==> src/rtl/multicycle_controller.sv <==
// multicycle_controller
//
// Moore-style control FSM for a multicycle MIPS datapath (R-type, lw, sw,
// beq, j, jal). The state register drives every datapath select, enable and
// write strobe; outputs decode from the state register alone, except
// illegal_op/instr_done in DECODE, which also look at the opcode.
//
// Optional feature macro: MC_MEM_READY_EN
//   When defined, the mem_ready port exists and FETCH, MEMRD and MEMWR wait
//   for it. When undefined, memory is treated as always ready.
//
// Ports:
//   clk            system clock, rising edge
//   rst            asynchronous, active-high reset (state -> RST)
//   opcode[5:0]    IR[31:26], sampled only in DECODE and MEMADR
//   mem_ready      memory handshake (MC_MEM_READY_EN only)
//   pc_write, pc_write_cond, pc_src[1:0], i_or_d, mem_read, mem_write,
//   ir_write, reg_dst, mem_to_reg, reg_write, jal, alu_src_a,
//   alu_src_b[1:0], alu_op[1:0]    datapath controls
//   illegal_op     unsupported opcode seen in DECODE
//   instr_done     high in the final cycle of each instruction
//   state[3:0]     current state encoding (debug)

module multicycle_controller (
    input  logic       clk,
    input  logic       rst,
    input  logic [5:0] opcode,
`ifdef MC_MEM_READY_EN
    input  logic       mem_ready,
`endif
    output logic       pc_write,
    output logic       pc_write_cond,
    output logic [1:0] pc_src,
    output logic       i_or_d,
    output logic       mem_read,
    output logic       mem_write,
    output logic       ir_write,
    output logic       reg_dst,
    output logic       mem_to_reg,
    output logic       reg_write,
    output logic       jal,
    output logic       alu_src_a,
    output logic [1:0] alu_src_b,
    output logic [1:0] alu_op,
    output logic       illegal_op,
    output logic       instr_done,
    output logic [3:0] state
);

    localparam logic [5:0] OP_RTYPE = 6'h00;
    localparam logic [5:0] OP_J     = 6'h02;
    localparam logic [5:0] OP_JAL   = 6'h03;
    localparam logic [5:0] OP_BEQ   = 6'h04;
    localparam logic [5:0] OP_LW    = 6'h23;
    localparam logic [5:0] OP_SW    = 6'h2B;

    typedef enum logic [3:0] {
        S_RST    = 4'd0,
        S_FETCH  = 4'd1,
        S_DECODE = 4'd2,
        S_MEMADR = 4'd3,
        S_MEMRD  = 4'd4,
        S_MEMWB  = 4'd5,
        S_MEMWR  = 4'd6,
        S_EXEC   = 4'd7,
        S_ALUWB  = 4'd8,
        S_BEQ    = 4'd9,
        S_JUMP   = 4'd10,
        S_JAL    = 4'd11
    } state_t;

    state_t state_reg;
    logic   mem_ok;

`ifdef MC_MEM_READY_EN
    assign mem_ok = mem_ready;
`else
    assign mem_ok = 1'b1;
`endif

    assign state = state_reg;

    // Next-state logic. Memory states hold until the memory answers;
    // encodings 12-15 (default branch) recover to FETCH.
    always_ff @(posedge clk or posedge rst) begin
        if (rst) begin
            state_reg <= S_RST;
        end else begin
            case (state_reg)
                S_RST:    state_reg <= S_FETCH;
                S_FETCH:  state_reg <= mem_ok ? S_DECODE : S_FETCH;
                S_DECODE: begin
                    case (opcode)
                        OP_RTYPE:      state_reg <= S_EXEC;
                        OP_LW, OP_SW:  state_reg <= S_MEMADR;
                        OP_BEQ:        state_reg <= S_BEQ;
                        OP_J:          state_reg <= S_JUMP;
                        OP_JAL:        state_reg <= S_JAL;
                        default:       state_reg <= S_FETCH;
                    endcase
                end
                S_MEMADR: state_reg <= (opcode == OP_SW) ? S_MEMWR : S_MEMRD;
                S_MEMRD:  state_reg <= mem_ok ? S_MEMWB : S_MEMRD;
                S_MEMWR:  state_reg <= mem_ok ? S_FETCH : S_MEMWR;
                S_EXEC:   state_reg <= S_ALUWB;
                default:  state_reg <= S_FETCH;
            endcase
        end
    end

    // Output decode from the state register.
    always_comb begin
        pc_write      = 1'b0;
        pc_write_cond = 1'b0;
        pc_src        = 2'b00;
        i_or_d        = 1'b0;
        mem_read      = 1'b0;
        mem_write     = 1'b0;
        ir_write      = 1'b0;
        reg_dst       = 1'b0;
        mem_to_reg    = 1'b0;
        reg_write     = 1'b0;
        jal           = 1'b0;
        alu_src_a     = 1'b0;
        alu_src_b     = 2'b00;
        alu_op        = 2'b00;
        illegal_op    = 1'b0;
        instr_done    = 1'b0;
        case (state_reg)
            S_FETCH: begin
                mem_read  = 1'b1;
                // Only the cycle the memory answers may load PC and IR,
                // so each fetch advances the PC exactly once.
                ir_write  = mem_ok;
                pc_write  = mem_ok;
                alu_src_b = 2'b01;
            end
            S_DECODE: begin
                alu_src_b = 2'b11;
                if (!(opcode inside {OP_RTYPE, OP_J, OP_JAL, OP_BEQ, OP_LW, OP_SW})) begin
                    illegal_op = 1'b1;
                    instr_done = 1'b1;
                end
            end
            S_MEMADR: begin
                alu_src_a = 1'b1;
                alu_src_b = 2'b10;
            end
            S_MEMRD: begin
                mem_read = 1'b1;
                i_or_d   = 1'b1;
            end
            S_MEMWB: begin
                reg_write  = 1'b1;
                mem_to_reg = 1'b1;
                instr_done = 1'b1;
            end
            S_MEMWR: begin
                mem_write  = 1'b1;
                i_or_d     = 1'b1;
                // A stalled store is not finished until memory accepts it.
                instr_done = mem_ok;
            end
            S_EXEC: begin
                alu_src_a = 1'b1;
                alu_op    = 2'b10;
            end
            S_ALUWB: begin
                reg_dst    = 1'b1;
                reg_write  = 1'b1;
                instr_done = 1'b1;
            end
            S_BEQ: begin
                alu_src_a     = 1'b1;
                alu_op        = 2'b01;
                pc_src        = 2'b01;
                pc_write_cond = 1'b1;
                instr_done    = 1'b1;
            end
            S_JUMP: begin
                pc_src     = 2'b10;
                pc_write   = 1'b1;
                instr_done = 1'b1;
            end
            S_JAL: begin
                pc_src     = 2'b10;
                pc_write   = 1'b1;
                reg_write  = 1'b1;
                jal        = 1'b1;
                instr_done = 1'b1;
            end
            default: ;
        endcase
    end

endmodule

==> config.mk <==
export PLATFORM = sky130hd
export DESIGN_NAME = multicycle_controller
export DESIGN_NICKNAME = d
export VERILOG_FILES = /design/src/rtl/multicycle_controller.sv
export SDC_FILE = /design/constraint.sdc
export NUM_CORES = 1
export LEC_CHECK = 0
export CORE_UTILIZATION = 32
export DETAILED_ROUTE_END_ITERATION = 8
export PLACE_DENSITY = 0.74
export SETUP_SLACK_MARGIN = 0.05
export SYNTH_ARGS = -nofsm -noshare
export SYNTH_HDL_FRONTEND = slang
export SYNTH_SLANG_ARGS = --single-unit
==> constraint.sdc <==
create_clock -name clk -period 1.1 [get_ports clk]
set_input_delay 0.11 -clock clk [delete_from_list [all_inputs] [get_ports clk]]
set_output_delay 0.11 -clock clk [all_outputs]
set_load 0.005 [all_outputs]
==> results of run 1 <==
[kinds of logic after synthesis]
logic type	count (synthesis)	synth area share [%]
flip-flops	4	20.2
XOR/XNOR	1	1.77
buffers and inverters	10	10.1
AND/OR/NAND/NOR	36	41.9
AO/OA/AOI/OAI	13	26.0
[cell usage after synthesis (all sizes together), types with 2 or more instances]
cell and number:
a21boi 2, a41o 2, buf 6, dfrtp 4
inv 3, nand2 3, nand2b 4, nor2 8
nor2b 6, nor3 7, o32ai 2
[per-stage QoR]
step | TNS, ns | hold WS [ns] | std cells
2_1_floorplan | -0.146 | -0.124 | 64
3_3_place_gp | -10.59 | 0.313 | 123
3_5_place_dp | -10.71 | 0.330 | 123
4_1_cts | -6.91 | 0.0834 | 151
[timing repair]
action                     CTS
gates resized for setup    162
setup buffers               27
hold endpoints to repair     0
setup endpoints to repair   27
pin swaps                   19
==> flow_metrics.env, run 1 <==
export IMPL_floorplan_initialDensity_pct=36.3
export IMPL_io_pins=31
export IMPL_synthesis_nets=72
export IMPL_yosys_area_top_type="dfrtp_1"
export IMPL_synth_seq_cells=4
export IMPL_placed_area_sq_um=952
export IMPL_stop_stage="5_1_grt"
export IMPL_numCtsBuffers=3
export IMPL_yosys_area_top_type_share_pct=20.2
export IMPL_synthTopCellsByArea="dfrtp_1 (20%), nor2b_1 (7.6%), nor3_1 (7.1%)"
export IMPL_clock_sinks=4
export IMPL_synth_flop_cell="dfrtp_1"
export IMPL_holdBufCountCts=0
export IMPL_error_line="[ERROR DPL-0038] Utilization greater than 100%, impossible to legalize"
export IMPL_place_congestion=0.805
export IMPL_syn_inst=64
export IMPL_die_x_microns=41.4
export IMPL_place_ws_ns=-0.829
export IMPL_crit_endpoint="instr_done"
export IMPL_htreeDepth=1
export IMPL_io_buffers=30
export IMPL_synth_edf_count=0
export IMPL_clockBufferDepth=2
export IMPL_grt_max_degree=7
export IMPL_ys_seq_area_share_pct=20.2
export IMPL_hpwl_mm=1.24
export IMPL_synth_area_sq_um=495
export IMPL_synth_avg_cell_area_sq_um=7.74
export IMPL_async_flop_share_pct=100
export IMPL_endpoint_type="top-level output"
export IMPL_synth_warnings=0
export IMPL_clockRootBuffer="clkbuf_4"
export IMPL_synth_cell_types=30
export IMPL_status="aborted with a tool error"
export IMPL_fp_row_count=13
export IMPL_die_h_microns=41.4
==> run 2: changes to the inputs <==
- CORE_AREA: default -> 2 2 63 65
- CORE_UTILIZATION: 32 -> default
- DIE_AREA: default -> 0 0 65 67
- PLACE_DENSITY: 0.74 -> default
- PLACE_DENSITY_LB_ADDON: default -> 0.15
- SETUP_SLACK_MARGIN: 0.05 -> default
- clock period: 1.1 -> 1.4 ns (I/O delays scaled with it)
==> run 2 against run 1 <==
Net effect: the flow now finishes, with violations (setup timing); synthesized cell count is the same; synthesized area is the same.
==> flow_metrics.env, run 2 <==
export IMPL_status="finished, violations left"
export IMPL_violations="setup timing"
export IMPL_grt_pass1_vias=796
export IMPL_fin_area_sq_um=1360
export IMPL_ant_nets=0
export IMPL_insertedDiodeCount=0
export IMPL_met1_usage_pct=10.7
export IMPL_place_ws_ns=-0.592
export IMPL_synthTopCellsByArea="dfrtp_1 (20%), nor2b_1 (7.6%), nor3_1 (7.1%)"
export IMPL_drtPass1Iterations=3
export IMPL_cp_start_kind="flip-flop"
export IMPL_max_slew_margin_rel_pct=80.8
export IMPL_gr_total_overflow=0
export IMPL_largest_reg_flops=4
export IMPL_instances_no_fill=184
export IMPL_clockBufferDepth=2
export IMPL_antenna_found_initial=0
export IMPL_path_class="reg2out"
export IMPL_place_inst=160
export IMPL_clk_latency_ns=0.22
export IMPL_power_w=0.00227
export IMPL_via_per_inst=4.14
export IMPL_min_period_over_period_pct=112
export IMPL_drive_gt1_share_pct=75.0
export IMPL_synth_seq_cells=4
export IMPL_grt_max_degree=7
export IMPL_wl_mm=2.28
export IMPL_via_count=762
export IMPL_synth_avg_cell_area_sq_um=7.74
export IMPL_worst_r2r_startpoint="state[0]"
export IMPL_yosys_top_cells_count="nor2_1 (8), nor3_1 (7), nor2b_1 (6)"
export IMPL_grt_pass1_wl_mm=3.59
export IMPL_layout_commonest_cell="buf_4"
export IMPL_hpwl_mm=1.53
export IMPL_area_growth_pct=174
export IMPL_synth_area_sq_um=495
export IMPL_worstPathMaxFanout=5
export IMPL_busiest_layer="met2"
export IMPL_power_frac_seq_pct=10.4
export IMPL_cp_arrival_ns=1.43
export IMPL_layout_min_cycle_time_ns=1.57
export IMPL_final_cell_mix="buf_4 (32), buf_2 (16), buf_6 (14)"
export IMPL_p_int_w=0.00144
export IMPL_synthesis_nets=72
export IMPL_io_buffers=30
export IMPL_synth_warnings=0
export IMPL_routedWlPerCell_microns=12.4
export IMPL_floorplan_initialDensity_pct=13.7
export IMPL_final_core_util_pct=37.7
export IMPL_htreeDepth=1
export IMPL_nNetsFinal=146
export IMPL_die_x_microns=65
export IMPL_worst_pin_slew_ns=0.287
export IMPL_die_area_sq_um=4360
export IMPL_synth_cell_types=30
export IMPL_endpoint_kind="output pin"
export IMPL_yosys_area_top_type="dfrtp_1"
export IMPL_power_density_nw_per_um2=1670
export IMPL_grt_total_usage_pct=10.7
export IMPL_fin_ws_ns=-0.173
export IMPL_clock_fmax_mhz=636
export IMPL_startpoint="state[3]"
export IMPL_io_pins=31
export IMPL_drc=0
export IMPL_syn_inst=64
export IMPL_clkPwrFrac_pct=10.5
export IMPL_clock_sinks=4
export IMPL_met2_usage_pct=21.0
export IMPL_ys_seq_area_share_pct=20.2
export IMPL_fp_row_count=22
export IMPL_slew_viol_final=0
export IMPL_hp_class="in2async"
export IMPL_async_flop_share_pct=100
export IMPL_place_congestion=0.677
export IMPL_synth_flop_cell="dfrtp_1"
export IMPL_synth_edf_count=0
export IMPL_crit_required_ns=1.26
export IMPL_clockRootBuffer="clkbuf_8"
export IMPL_drtIter0Drc=8
export IMPL_rsz0062_at_grt="true"
export IMPL_yosys_area_top_type_share_pct=20.2
export IMPL_setup_violations_final=18
export IMPL_cts_tree="built"
export IMPL_yosysMostFrequentCell="nor2_1"
export IMPL_p_switching_w=0.000836
export IMPL_die_h_microns=67
export IMPL_p_leak_nw=0.658
export IMPL_p_sw_share_pct=36.8
export IMPL_fin_worst_skew_ns=0.00134
export IMPL_p_comb_share_pct=79.0
export IMPL_peakVddDrop_mv=0.483
export IMPL_use_met3_pct=3.89
export IMPL_numCtsBuffers=3
export IMPL_placed_area_sq_um=1000
export IMPL_cap_violations=0
export IMPL_core_area_sq_um=3610
export IMPL_hold_viol_final=0
export IMPL_clk_pin_slew_ns=0.03
[run 2: power groups by stage]
stage | sequential (W) | combinational [W] | clock (W)
after detailed placement | 0.000221 | 0.00125 | 0
after global routing | 0.000247 | 0.00194 | 0.000250
after floorplan | 0.000189 | 0.000497 | 0
final | 0.000237 | 0.00180 | 0.000240
after global placement | 0.000222 | 0.00127 | 0
after CTS | 0.000235 | 0.00155 | 0.000245
[run 2: area by class of cell]
class	instances	area [sq um]
Inverter	3	11.3
Tap cell	48	60.1
Multi-Input combinational cell	50	503
Sequential cell	4	104
Timing Repair Buffer	76	641
Clock buffer	3	41.3
Fill cell	364	2250
[run 2: worst paths after layout]
kind,end,slack (ns),depth (start not counted)
worst min-delay path,state[1],0.11,2
min in group clk,state[1],0.52,4
max in group asynchronous,state[3],1.11,2
worst max-delay path,alu_src_a,-0.17,7
worst max register to register,state[1],0.01,5
worst min register to register,state[2],0.67,2
[run 2: metal layers]
layer  part of all wire (%)  wire length, microns
met2                     52                  1190
met5                      0                     0
met1                     40                   913
met4                   0.35                     8
met3                    7.2                   163
[run 2: timing repair]
item | CTS | global route
setup endpoints to repair | 23 | 19
gates resized for setup | 130 | 17
pin swaps | 12 | 7
hold buffers | 0 | 0
setup buffers | 15 | 6
[run 2: critical path, stage by stage (launching register included)]
cell and delay [ns]:
dfrtp_2 0.43, buf_4 0.15, buf_6 0.10, buf_6 0.12, nand2b_4 0.07, nor2_1 0.04
o21a_1 0.18, buf_2 0.12
[run 2: stage by stage]
| step | hold WS (ns) | TNS [ns] |
|---|---|---|
| after global routing | 0.136 | -2.61 |
| after CTS | 0.113 | -0.724 |
| after global placement | 0.339 | -4.22 |
| after detailed placement | 0.341 | -4.19 |
| final | 0.114 | -1.54 |
| after floorplan | -0.0939 | 0 |
[run 2: cell families (layout without fill, tap and decap cells)]
logic type	count (synthesis)	after routing	synth area share, %
flip-flops	4	4	20.2
AND/OR/NAND/NOR	36	36	41.9
XOR/XNOR	1	1	1.77
buffers and inverters	10	82	10.1
AO/OA/AOI/OAI	13	13	26.0
Note: power is estimated with default switching activity, not from simulation.
